**src/rtl/oven_pkg.sv**
```systemverilog
// Shared constants and types for the oven controller.
//   - TEMP_W / TIME_W : widths of the temperature and cook-time datapaths
//   - temperature limits, model rates and cook-time limits
//   - state_t         : FSM state encoding (also driven onto the display path)
//   - sat_add/sat_sub : saturating 12-bit step helpers used by the setters
//                       and the thermal model
package oven_pkg;

    localparam int TEMP_W = 11;
    localparam int TIME_W = 12;

    localparam int TEMP_MIN     = 150;
    localparam int TEMP_MAX     = 550;
    localparam int TEMP_DEFAULT = 357;
    localparam int TEMP_STEP    = 5;
    localparam int AMBIENT      = 70;
    localparam int HEAT_RATE    = 10;
    localparam int COOL_RATE    = 3;
    localparam int HYST         = 5;
    localparam int TIME_MAX     = 3599;
    localparam int TIME_STEP    = 30;

    typedef enum logic [2:0] {
        ST_IDLE     = 3'd0,
        ST_SET_TEMP = 3'd1,
        ST_SET_TIME = 3'd2,
        ST_PREHEAT  = 3'd3,
        ST_COOK     = 3'd4,
        ST_DONE     = 3'd5
    } state_t;

    // All callers pass values well below 2^12, so v + inc cannot wrap.
    function automatic logic [11:0] sat_add(input logic [11:0] v,
                                            input logic [11:0] inc,
                                            input logic [11:0] hi);
        logic [11:0] sum;
        sum = v + inc;
        return (sum > hi) ? hi : sum;
    endfunction

    // Compare against lo + dec first so v - dec never goes below zero.
    function automatic logic [11:0] sat_sub(input logic [11:0] v,
                                            input logic [11:0] dec,
                                            input logic [11:0] lo);
        return (v < lo + dec) ? lo : v - dec;
    endfunction

endpackage

```
**src/rtl/btn_sync_edge.sv**
```systemverilog
// Two-flop synchroniser with edge-to-pulse conversion for one board input.
//   clk, rst : system clock, asynchronous active-high reset
//   pin      : raw asynchronous board input
//   level    : synchronised level, active-true (inverted when ACTIVE_LOW)
//   press    : one-cycle pulse on the synchronised inactive->active edge
// The flops reset to the inactive level so that a pin already at its idle
// level after reset never produces a spurious press.
module btn_sync_edge #(
    parameter bit ACTIVE_LOW = 1'b1
) (
    input  logic clk,
    input  logic rst,
    input  logic pin,
    output logic level,
    output logic press
);

    logic meta;
    logic sync;
    logic sync_d;

    // NOTE: clocked state always uses non-blocking assignments so that every
    // flop samples the pre-edge value of its neighbour (a true shift chain).
    always_ff @(posedge clk or posedge rst) begin
        if (rst) begin
            meta   <= ACTIVE_LOW;
            sync   <= ACTIVE_LOW;
            sync_d <= ACTIVE_LOW;
        end else begin
            meta   <= pin;
            sync   <= meta;
            sync_d <= sync;
        end
    end

    assign level = sync ^ ACTIVE_LOW;
    assign press = level & ~(sync_d ^ ACTIVE_LOW);

endmodule

```
**src/rtl/oven_cook_ctrl.sv**
```systemverilog
// Top-level sequencing FSM for the FPGA oven.
//   clk, rst       : system clock, asynchronous active-high reset
//   power_sw       : oven power level (asynchronous)
//   btn_*_n        : active-low mode / up / down / start push-buttons
//   state          : FSM state code for the display path
//   target_temp    : settable target temperature
//   cur_temp       : first-order thermal model of the cavity
//   time_left      : remaining cook seconds
//   heat_on, alarm : heater enable, cook-finished alarm
//   tick           : one-cycle pulse every TICK_CYCLES clocks (1 s)
// Presses take three cycles from pin to action: two synchroniser flops, then
// the FSM register. Per-cycle event priority: power off > start > mode > up/dn.
module oven_cook_ctrl
    import oven_pkg::*;
#(
    parameter int TICK_CYCLES = 50_000_000
) (
    input  logic              clk,
    input  logic              rst,
    input  logic              power_sw,
    input  logic              btn_mode_n,
    input  logic              btn_up_n,
    input  logic              btn_dn_n,
    input  logic              btn_start_n,
    output logic [2:0]        state,
    output logic [TEMP_W-1:0] target_temp,
    output logic [TEMP_W-1:0] cur_temp,
    output logic [TIME_W-1:0] time_left,
    output logic              heat_on,
    output logic              alarm,
    output logic              tick
);

    localparam int              CNT_W    = (TICK_CYCLES > 1) ? $clog2(TICK_CYCLES) : 1;
    localparam logic [CNT_W-1:0] CNT_LAST = CNT_W'(TICK_CYCLES - 1);

    state_t           state_q;
    logic [CNT_W-1:0] tick_cnt;

    logic       pwr_on;
    logic       pwr_rise_unused;
    logic [3:0] btn_level_unused;
    logic       mode_p, up_p, dn_p, start_p;

    btn_sync_edge #(.ACTIVE_LOW(1'b0)) u_pwr (
        .clk(clk), .rst(rst), .pin(power_sw),
        .level(pwr_on), .press(pwr_rise_unused)
    );
    btn_sync_edge #(.ACTIVE_LOW(1'b1)) u_mode (
        .clk(clk), .rst(rst), .pin(btn_mode_n),
        .level(btn_level_unused[0]), .press(mode_p)
    );
    btn_sync_edge #(.ACTIVE_LOW(1'b1)) u_up (
        .clk(clk), .rst(rst), .pin(btn_up_n),
        .level(btn_level_unused[1]), .press(up_p)
    );
    btn_sync_edge #(.ACTIVE_LOW(1'b1)) u_dn (
        .clk(clk), .rst(rst), .pin(btn_dn_n),
        .level(btn_level_unused[2]), .press(dn_p)
    );
    btn_sync_edge #(.ACTIVE_LOW(1'b1)) u_start (
        .clk(clk), .rst(rst), .pin(btn_start_n),
        .level(btn_level_unused[3]), .press(start_p)
    );

    // Datapath in 12 bits so heat/step additions cannot wrap.
    logic        wrap;
    logic [11:0] cur_ext, tgt_ext;
    logic [11:0] temp_heated, temp_cooled;
    logic [11:0] tgt_inc, tgt_dec, time_inc, time_dec;
    logic        at_target, below_band;
    logic        up_only, dn_only, any_press;

    assign wrap        = (tick_cnt == CNT_LAST);
    assign cur_ext     = {1'b0, cur_temp};
    assign tgt_ext     = {1'b0, target_temp};
    assign temp_heated = sat_add(cur_ext, 12'(HEAT_RATE), 12'(TEMP_MAX));
    assign temp_cooled = sat_sub(cur_ext, 12'(COOL_RATE), 12'(AMBIENT));
    assign tgt_inc     = sat_add(tgt_ext, 12'(TEMP_STEP), 12'(TEMP_MAX));
    assign tgt_dec     = sat_sub(tgt_ext, 12'(TEMP_STEP), 12'(TEMP_MIN));
    assign time_inc    = sat_add(time_left, 12'(TIME_STEP), 12'(TIME_MAX));
    assign time_dec    = sat_sub(time_left, 12'(TIME_STEP), 12'd0);
    assign at_target   = (cur_ext >= tgt_ext);
    assign below_band  = (cur_ext < (tgt_ext - 12'(HYST)));
    // Simultaneous up and down cancel out.
    assign up_only     = up_p & ~dn_p;
    assign dn_only     = dn_p & ~up_p;
    assign any_press   = start_p | mode_p | up_p | dn_p;

    assign state = state_q;

    always_ff @(posedge clk or posedge rst) begin
        if (rst) begin
            state_q     <= ST_IDLE;
            target_temp <= TEMP_W'(TEMP_DEFAULT);
            cur_temp    <= TEMP_W'(AMBIENT);
            time_left   <= '0;
            heat_on     <= 1'b0;
            alarm       <= 1'b0;
            tick        <= 1'b0;
            tick_cnt    <= '0;
        end else begin
            // Tick counter and thermal model run regardless of FSM state; the
            // model uses the heater value in force during the elapsed second.
            tick_cnt <= wrap ? '0 : tick_cnt + CNT_W'(1);
            tick     <= wrap;
            if (wrap) begin
                cur_temp <= heat_on ? temp_heated[TEMP_W-1:0] : temp_cooled[TEMP_W-1:0];
            end

            if (!pwr_on) begin
                state_q   <= ST_IDLE;
                heat_on   <= 1'b0;
                alarm     <= 1'b0;
                time_left <= '0;
            end else begin
                case (state_q)
                    ST_IDLE: state_q <= ST_SET_TEMP;

                    ST_SET_TEMP, ST_SET_TIME: begin
                        // A start with no cook time still consumes the cycle.
                        if (start_p) begin
                            if (time_left != '0) begin
                                state_q <= ST_PREHEAT;
                                heat_on <= 1'b1;
                            end
                        end else if (mode_p) begin
                            state_q <= (state_q == ST_SET_TEMP) ? ST_SET_TIME : ST_SET_TEMP;
                        end else if (up_only) begin
                            if (state_q == ST_SET_TEMP) target_temp <= tgt_inc[TEMP_W-1:0];
                            else                        time_left   <= time_inc;
                        end else if (dn_only) begin
                            if (state_q == ST_SET_TEMP) target_temp <= tgt_dec[TEMP_W-1:0];
                            else                        time_left   <= time_dec;
                        end
                    end

                    ST_PREHEAT: begin
                        if (start_p) begin
                            state_q <= ST_SET_TEMP;
                            heat_on <= 1'b0;
                        end else if (at_target) begin
                            state_q <= ST_COOK;
                        end
                    end

                    ST_COOK: begin
                        if (start_p) begin
                            state_q <= ST_SET_TEMP;
                            heat_on <= 1'b0;
                        end else if (wrap && time_left == 12'd1) begin
                            time_left <= '0;
                            state_q   <= ST_DONE;
                            heat_on   <= 1'b0;
                            alarm     <= 1'b1;
                        end else begin
                            if (wrap) time_left <= time_left - 12'd1;
                            // Bang-bang with a band below target; hold in between.
                            if (below_band)     heat_on <= 1'b1;
                            else if (at_target) heat_on <= 1'b0;
                        end
                    end

                    ST_DONE: begin
                        if (any_press) begin
                            alarm   <= 1'b0;
                            state_q <= ST_SET_TEMP;
                        end
                    end

                    default: begin
                        state_q <= ST_IDLE;
                        heat_on <= 1'b0;
                        alarm   <= 1'b0;
                    end
                endcase
            end
        end
    end

endmodule

```
**config.mk**
```make
export PLATFORM = sky130hd
export DESIGN_NAME = oven_cook_ctrl
export DESIGN_NICKNAME = d
export VERILOG_FILES = /design/src/rtl/oven_pkg.sv /design/src/rtl/btn_sync_edge.sv /design/src/rtl/oven_cook_ctrl.sv
export SDC_FILE = /design/constraint.sdc
export NUM_CORES = 1
export LEC_CHECK = 0
export ABC_AREA = 1
export ABC_CLOCK_PERIOD_IN_PS = 3100
export CORE_MARGIN = 2
export CORE_UTILIZATION = 40
export CTS_BUF_LIST = sky130_fd_sc_hd__clkbuf_8
export CTS_CLUSTER_SIZE = 14
export DETAILED_ROUTE_END_ITERATION = 6
export GPL_TIMING_DRIVEN = 1
export SETUP_SLACK_MARGIN = 0.2
export SLEW_MARGIN = 10
export SYNTH_ARGS = -nofsm -noshare
export SYNTH_HDL_FRONTEND = slang
export SYNTH_SLANG_ARGS = --single-unit
export TNS_END_PERCENT = 50
```
**constraint.sdc**
```tcl
create_clock -name clk -period 3.1 [get_ports clk]
set_input_delay 0.62 -clock clk [delete_from_list [all_inputs] [get_ports clk]]
set_output_delay 0.62 -clock clk [all_outputs]
set_load 0.01 [all_outputs]
```
# Yosys cells after proc, flatten, opt, wreduce, memory -nomap -nowiden
# Index checks and enable logic that the tools add are counted.
dict set report classes {
  addsub 8
  magnitude_cmp 8
  n_eq_ne 26
  muxes 48
  bitwise 17
  reduce_logical 12
}
# op n
set op_table {}
lappend op_table {{12-bit two-way mux} 12}
lappend op_table {{11-bit two-way mux} 9}
lappend op_table {{3-bit != test (second input constant)} 10}
lappend op_table {{3-bit two-way mux} 9}
lappend op_table {{26-bit by 1-bit adder with 26-bit output (second input constant)} 1}
lappend op_table {{26-bit equality test (second input constant)} 1}
lappend op_table {{26-bit two-way mux} 1}
lappend op_table {{12-bit by 10-bit > comparator with 1-bit output (second input constant)} 2}
lappend op_table {{4-bit != test (second input constant)} 6}
lappend op_table {{12-bit one-hot mux with 2 select lines} 1}
lappend op_table {{3-bit one-hot mux with 5 select lines} 1}
lappend op_table {{11-bit by 3-bit adder with 12-bit output (second input constant)} 1}
lappend op_table {{11-bit by 4-bit adder with 12-bit output (second input constant)} 1}
lappend op_table {{12-bit by 5-bit adder with 12-bit output (second input constant)} 1}
lappend op_table {{12-bit by 1-bit equality test with 1-bit output (second input constant)} 1}
lappend op_table {{12-bit > comparator (second input constant)} 1}
lappend op_table {{11-bit by 12-bit less-than comparator with 1-bit output} 1}
lappend op_table {{12-bit by 5-bit less-than comparator with 1-bit output (second input constant)} 1}
lappend op_table {{1-bit two-way mux} 12}
lappend op_table {{12-bit nonzero test} 1}
lappend op_table {{11-bit by 3-bit subtractor with 12-bit output (second input constant)} 1}
lappend op_table {{12-bit by 1-bit subtractor with 12-bit output (second input constant)} 1}
lappend op_table {{12-bit by 5-bit subtractor with 12-bit output (second input constant)} 1}
lappend op_table {{11-bit greater-or-equal comparator} 1}
lappend op_table {{other kinds (23)} 42}
dict set report word_totals {
  reg_bits 80
  inputBits 7
  output_inout_bits 40
  elab_cells 141
}

# Longest topological paths before layout
dict set report logic_depth {
  depth_word 10
  depth_mapped 18
  mapped_depth_nobuf 18
}

# Cells and area by module
# Synthesis repeated with hierarchy kept, for this count alone.
dict set report unflattened {
  cells_unflattened 943
  area_unflattened_um2 6620.1
}
# mod instances cells_each area_per_inst_um2 seq_area_each_um2
set by_module_without_submodules {}
lappend by_module_without_submodules {oven_cook_ctrl 1 909 6145.9 1661.6}
lappend by_module_without_submodules {{btn_sync_edge (u_dn ...)} 4 7 96.3 78.8}
lappend by_module_without_submodules {{btn_sync_edge (u_pwr)} 1 6 88.8 75.1}

# Least setup slack after synthesis
# Ideal clock, no wire load.
dict set report synth_path {
  kind {flip-flop to flip-flop}
  start {register target_temp[0]}
  end {register heat_on}
  setup_time_ns 0.117
  t_arrival_ns 2.277
  setup_slack_ns 0.706
  path_stages_with_launch 17
  period_less_slack_ns 2.394
  cell_sequence {dfstp_2 > inv_1 > ha_1 > nor2_1 > nor2_1 > nand3_1 > xor2_1 > inv_1 > ha_1 > nand2_1 > o21a_1 > nand2_1 > nand2_1 > o21ai_0 > nand4_1 > nand3_1 > nand2_1}
}
dict set report synth_between {
  elab_chain_len 7
  elab_cells_between_ends 10
}
# element line
set synth_lines {}
lappend synth_lines {{from (decl)} oven_cook_ctrl.sv:26} ;# output logic [TEMP_W-1:0] target_temp,
lappend synth_lines {{from (signal assigned)} oven_cook_ctrl.sv:95} ;# target_temp <= TEMP_W'(TEMP_DEFAULT);
lappend synth_lines {{from (signal assigned)} oven_cook_ctrl.sv:130} ;# if (state_q == ST_SET_TEMP) target_temp <= tgt_inc[TEMP_W-1:0];
lappend synth_lines {{from (signal assigned)} oven_cook_ctrl.sv:133} ;# if (state_q == ST_SET_TEMP) target_temp <= tgt_dec[TEMP_W-1:0];
lappend synth_lines {{11-bit by 3-bit subtractor with 12-bit output} oven_cook_ctrl.sv:84} ;# assign below_band = (cur_ext < (tgt_ext - 12'(HYST)));
lappend synth_lines {{11-bit by 12-bit less-than comparator with 1-bit output} oven_cook_ctrl.sv:84}
lappend synth_lines {{1-bit two-way mux} oven_cook_ctrl.sv:159} ;# if (below_band) heat_on <= 1'b1;
lappend synth_lines {{1-bit two-way mux} oven_cook_ctrl.sv:151} ;# end else if (wrap && time_left == 12'd1) begin
lappend synth_lines {{1-bit two-way mux} oven_cook_ctrl.sv:148} ;# if (start_p) begin
lappend synth_lines {{1-bit one-hot mux with 4 select lines} oven_cook_ctrl.sv:117} ;# case (state_q)
lappend synth_lines {{1-bit two-way mux} oven_cook_ctrl.sv:111} ;# if (!pwr_on) begin
lappend synth_lines {{to (signal assigned)} oven_cook_ctrl.sv:113} ;# heat_on <= 1'b0;
lappend synth_lines {{to (signal assigned)} oven_cook_ctrl.sv:150} ;# heat_on <= 1'b0;
lappend synth_lines {{to (signal assigned)} oven_cook_ctrl.sv:154} ;# heat_on <= 1'b0;
lappend synth_lines {{to (decl)} oven_cook_ctrl.sv:29} ;# output logic heat_on,
# Parallel ways exist; a longest one is shown, timed or not.
# A chain may end at the register's enable or synchronous reset.

# Worst setup path in the final report
# Same ends and word-level chain as after synthesis.

==> summary.txt <==
Run status
  • Status: finished clean

Timing
  • Final setup violating endpoints: 0
  • Final Skew: between 0.015 and 0.02 ns
  • Max Freq: 388.5 MHz
  • Slew @ Worst Pin: between 0.5 and 0.6 ns
  • Setup TNS: 0 ns
  • Worst hold slack: between 0.3 and 0.4 ns
  • Unrepaired setup endpoints after global routing: no
  • Crit share post-route: slightly above 80%
  • Final Max Tran Viols: 0
  • Slew Limit Headroom: between 60% and 70%
  • Fin. Hold Viols: 0
  • Tmin final: approximately 2.6 ns

Layout
  • Ant diodes: 0
  • Fraction of layout cells with a size suffix above 1: between 10% and 20%
  • Commonest non-fill, non-tap cells in the layout: nand2_1, nor2_1, inv_1
  • Filler cell count: approximately 1600
  • Reg area: 2027 um2
  • Utilization after layout: a little under half
  • Multi-input gate area: just under 4000 um2
  • Final Net Count: slightly above 1000
  • Commonest non-fill, non-tap cell in the layout: nand2_1
  • Area growth from synthesis to layout: 12.92%

Place
  • Hpwl dp: around 12000 um
  • Routability cong.: 0.8831
  • Port bufs: 46

Die
  • Chip Height: 131.7 um
  • Row cnt: 46
  • Area of the core: 15940 um2
  • Die Area: between 15000 and 20000 um2
  • Initial Utilization: between 40% and 50%
  • I/O Pins: 47
  • Die W: roughly 130 um

Yosys
  • Post-synth net total: roughly 980
  • Synth Instances: about 940
  • Yosys top cell area share: 23.00%
  • Synth area leaders: dfrtp_1, nand2_1, dfstp_2
  • EDFF count, synth: 0
  • Netlist cell types: 51
  • Ys flop type: dfrtp_1
  • Yosys reg bits: 80
  • Syn. warnings: 0
  • Syn Area/Cell: about 7.0 um2
  • Seq/Total Area, Yosys: 31.05%
  • Asr flop ratio synth: between 90% and 100%
  • Cell taking the most area after synthesis: dfrtp_1
  • Post-Syn Area: between 6000 and 7000 um2

Power and ir drop
  • Leakage: roughly 3.5 nW
  • Total chip power: between 0.004 and 0.005 W
  • Worst IR Drop VDD: between 200 and 300 uV
  • Power Density: 660.3 nW/um2

Run
  • Max Cap Violations: 0

Clock network
  • CTS resizes: 0
  • Hold buffer count at CTS: 0
  • TritonCTS clock tree: done
  • CTS clk-pin slew, worst paths: 0.10 ns
  • Clock H-tree levels: 3
  • # Post-CTS Setup Buffers: 0
  • CTS Root Buffer Type: clkbuf_8
  • Clock Sinks: 80
  • Worst-Skew Late Latency: ~0.39 ns
  • CTS buffer count: 9
  • Clock Tree Buf Depth: 2

Routing
  • Post-route ant nets: 0
  • DR pass1 iterations: 4
  • Final WL: approximately 16000 um
  • 1st-iter DRT viols: about 500
  • Via count: roughly 6000
  • Vias per inst: 4.942
  • Remaining routing DRC violations: 0
  • Wire per inst: between 10 and 15 um

Critical path
  • Arrival @ worst endpoint: around 2.9 ns
  • CP required: roughly 3.4 ns
  • Setup crit start kind: register
  • CP Class: reg -> reg
  • Crit path capture type: register
  • Critical path fanouts, max: 8

Worst hold path
  • Worst Hold Class: reg -> reg

Global routing
  • Initial antenna violation count: 0
  • Via count of the first global-routing pass: 5590
  • Total congestion overflow: 0
  • First-pass GRT wire length: 27810 um
  • Total Routing Usage GR: 19.36%
  • Largest net degree at the start of global routing: 81
[stage by stage]
| step | setup WS (ns) | instance area, um2 | instances |
|---|---|---|---|
| after floorplan | 0.4614 | 6528 | 936 |
| after global placement | 0.5753 | 7181 | 1181 |
| after detailed placement | 0.5158 | 7181 | 1181 |
| after CTS | 0.5146 | 7371 | 1197 |
| after global routing | 0.2242 | 7371 | 1197 |
| final | 0.5261 | 7371 | 1197 |
[synth_stat cells, types with 5 or more instances]
library cell / number
nand2_1: 235
nor2_1: 105
inv_1: 98
nand3_1: 75
dfrtp_1: 60
a21oi_1: 48
ha_1: 39
xor2_1: 39
o21ai_0: 28
inv_2: 21
dfstp_2: 20
nand4_1: 20
o21ai_1: 16
nor3_1: 15
buf_2: 13
nand2_2: 13
nor2_2: 13
nor2_4: 9
xnor2_1: 8
nand3_2: 5
[final cells by class]
cell class,instances,area share [%]
multi-input cells,713,53.17
flip-flops and latches,80,27.50
repair buffers,49,6.722
inverters,123,6.366
well taps,216,3.667
clock buffers,11,2.054
clock inverters,5,0.5262
[metal layers]
metal | track usage [%] | part of all wire [%] | vias to the layer above
met5 | 0 | 0 | -
met4 | 4.710 | 1.1 | 0
met3 | 3.114 | 3.2 | 15
met2 | 31.68 | 46 | 85
met1 | 26.91 | 50 | 2718
li1 | - | - | 3097
[path summary, 6_finish.rpt]
path / start / to / slack, ns / cells past startpoint
min in group asynchronous: rst / tick_cnt[14]$_DFF_PP0_ / 0.64 / 3
setup reg to reg: target_temp[0]$_DFFE_PP1P_ / heat_on$_DFFE_PP0P_ / 0.53 / 16
hold / removal: u_start.meta$_DFF_PP1_ / u_start.sync$_DFF_PP1_ / 0.36 / 0
max in group asynchronous: rst / target_temp[8]$_DFFE_PP1P_ / 2.09 / 3
hold reg to reg: u_start.meta$_DFF_PP1_ / u_start.sync$_DFF_PP1_ / 0.36 / 0
setup / recovery: target_temp[0]$_DFFE_PP1P_ / heat_on$_DFFE_PP0P_ / 0.53 / 16
[report_power, final]
| group | switching [W] | internal [W] |
|---|---|---|
| clock | 0.000435 | 0.000339 |
| combinational | 0.00158 | 0.00100 |
| sequential | 0.000292 | 0.00122 |
[flip-flops by register name, summed over array words and instances (netlist names), 3 cells and up]
register	flops
tick_cnt	26
time_left	12
cur_temp	11
target_temp	11
state	3
[cells by family after synthesis]
kind of cell / after synthesis / synth area share, %
compound gates: 112 / 9.354
xor+xnor: 47 / 6.306
fa+ha+maj: 39 / 7.476
buf+inv: 143 / 8.913
flops: 80 / 31.05
mux: 1 / 0.3450
simple gates: 514 / 36.55
[worst max-delay path, stage by stage, from the launching register on]
cell and delay, ns:
dfstp_2 0.62, inv_1 0.10, ha_1 0.22, nor2_1 0.11, nor2_1 0.09, nand3_1 0.10
xor2_1 0.14, inv_1 0.07, ha_1 0.27, nand2_1 0.06, o21a_1 0.18, nand2_1 0.06
nand2_1 0.04, o21ai_0 0.10, nand4_1 0.14, nand3_1 0.11, nand2_1 0.05
No activity file was read; power rests on OpenSTA's default activity.
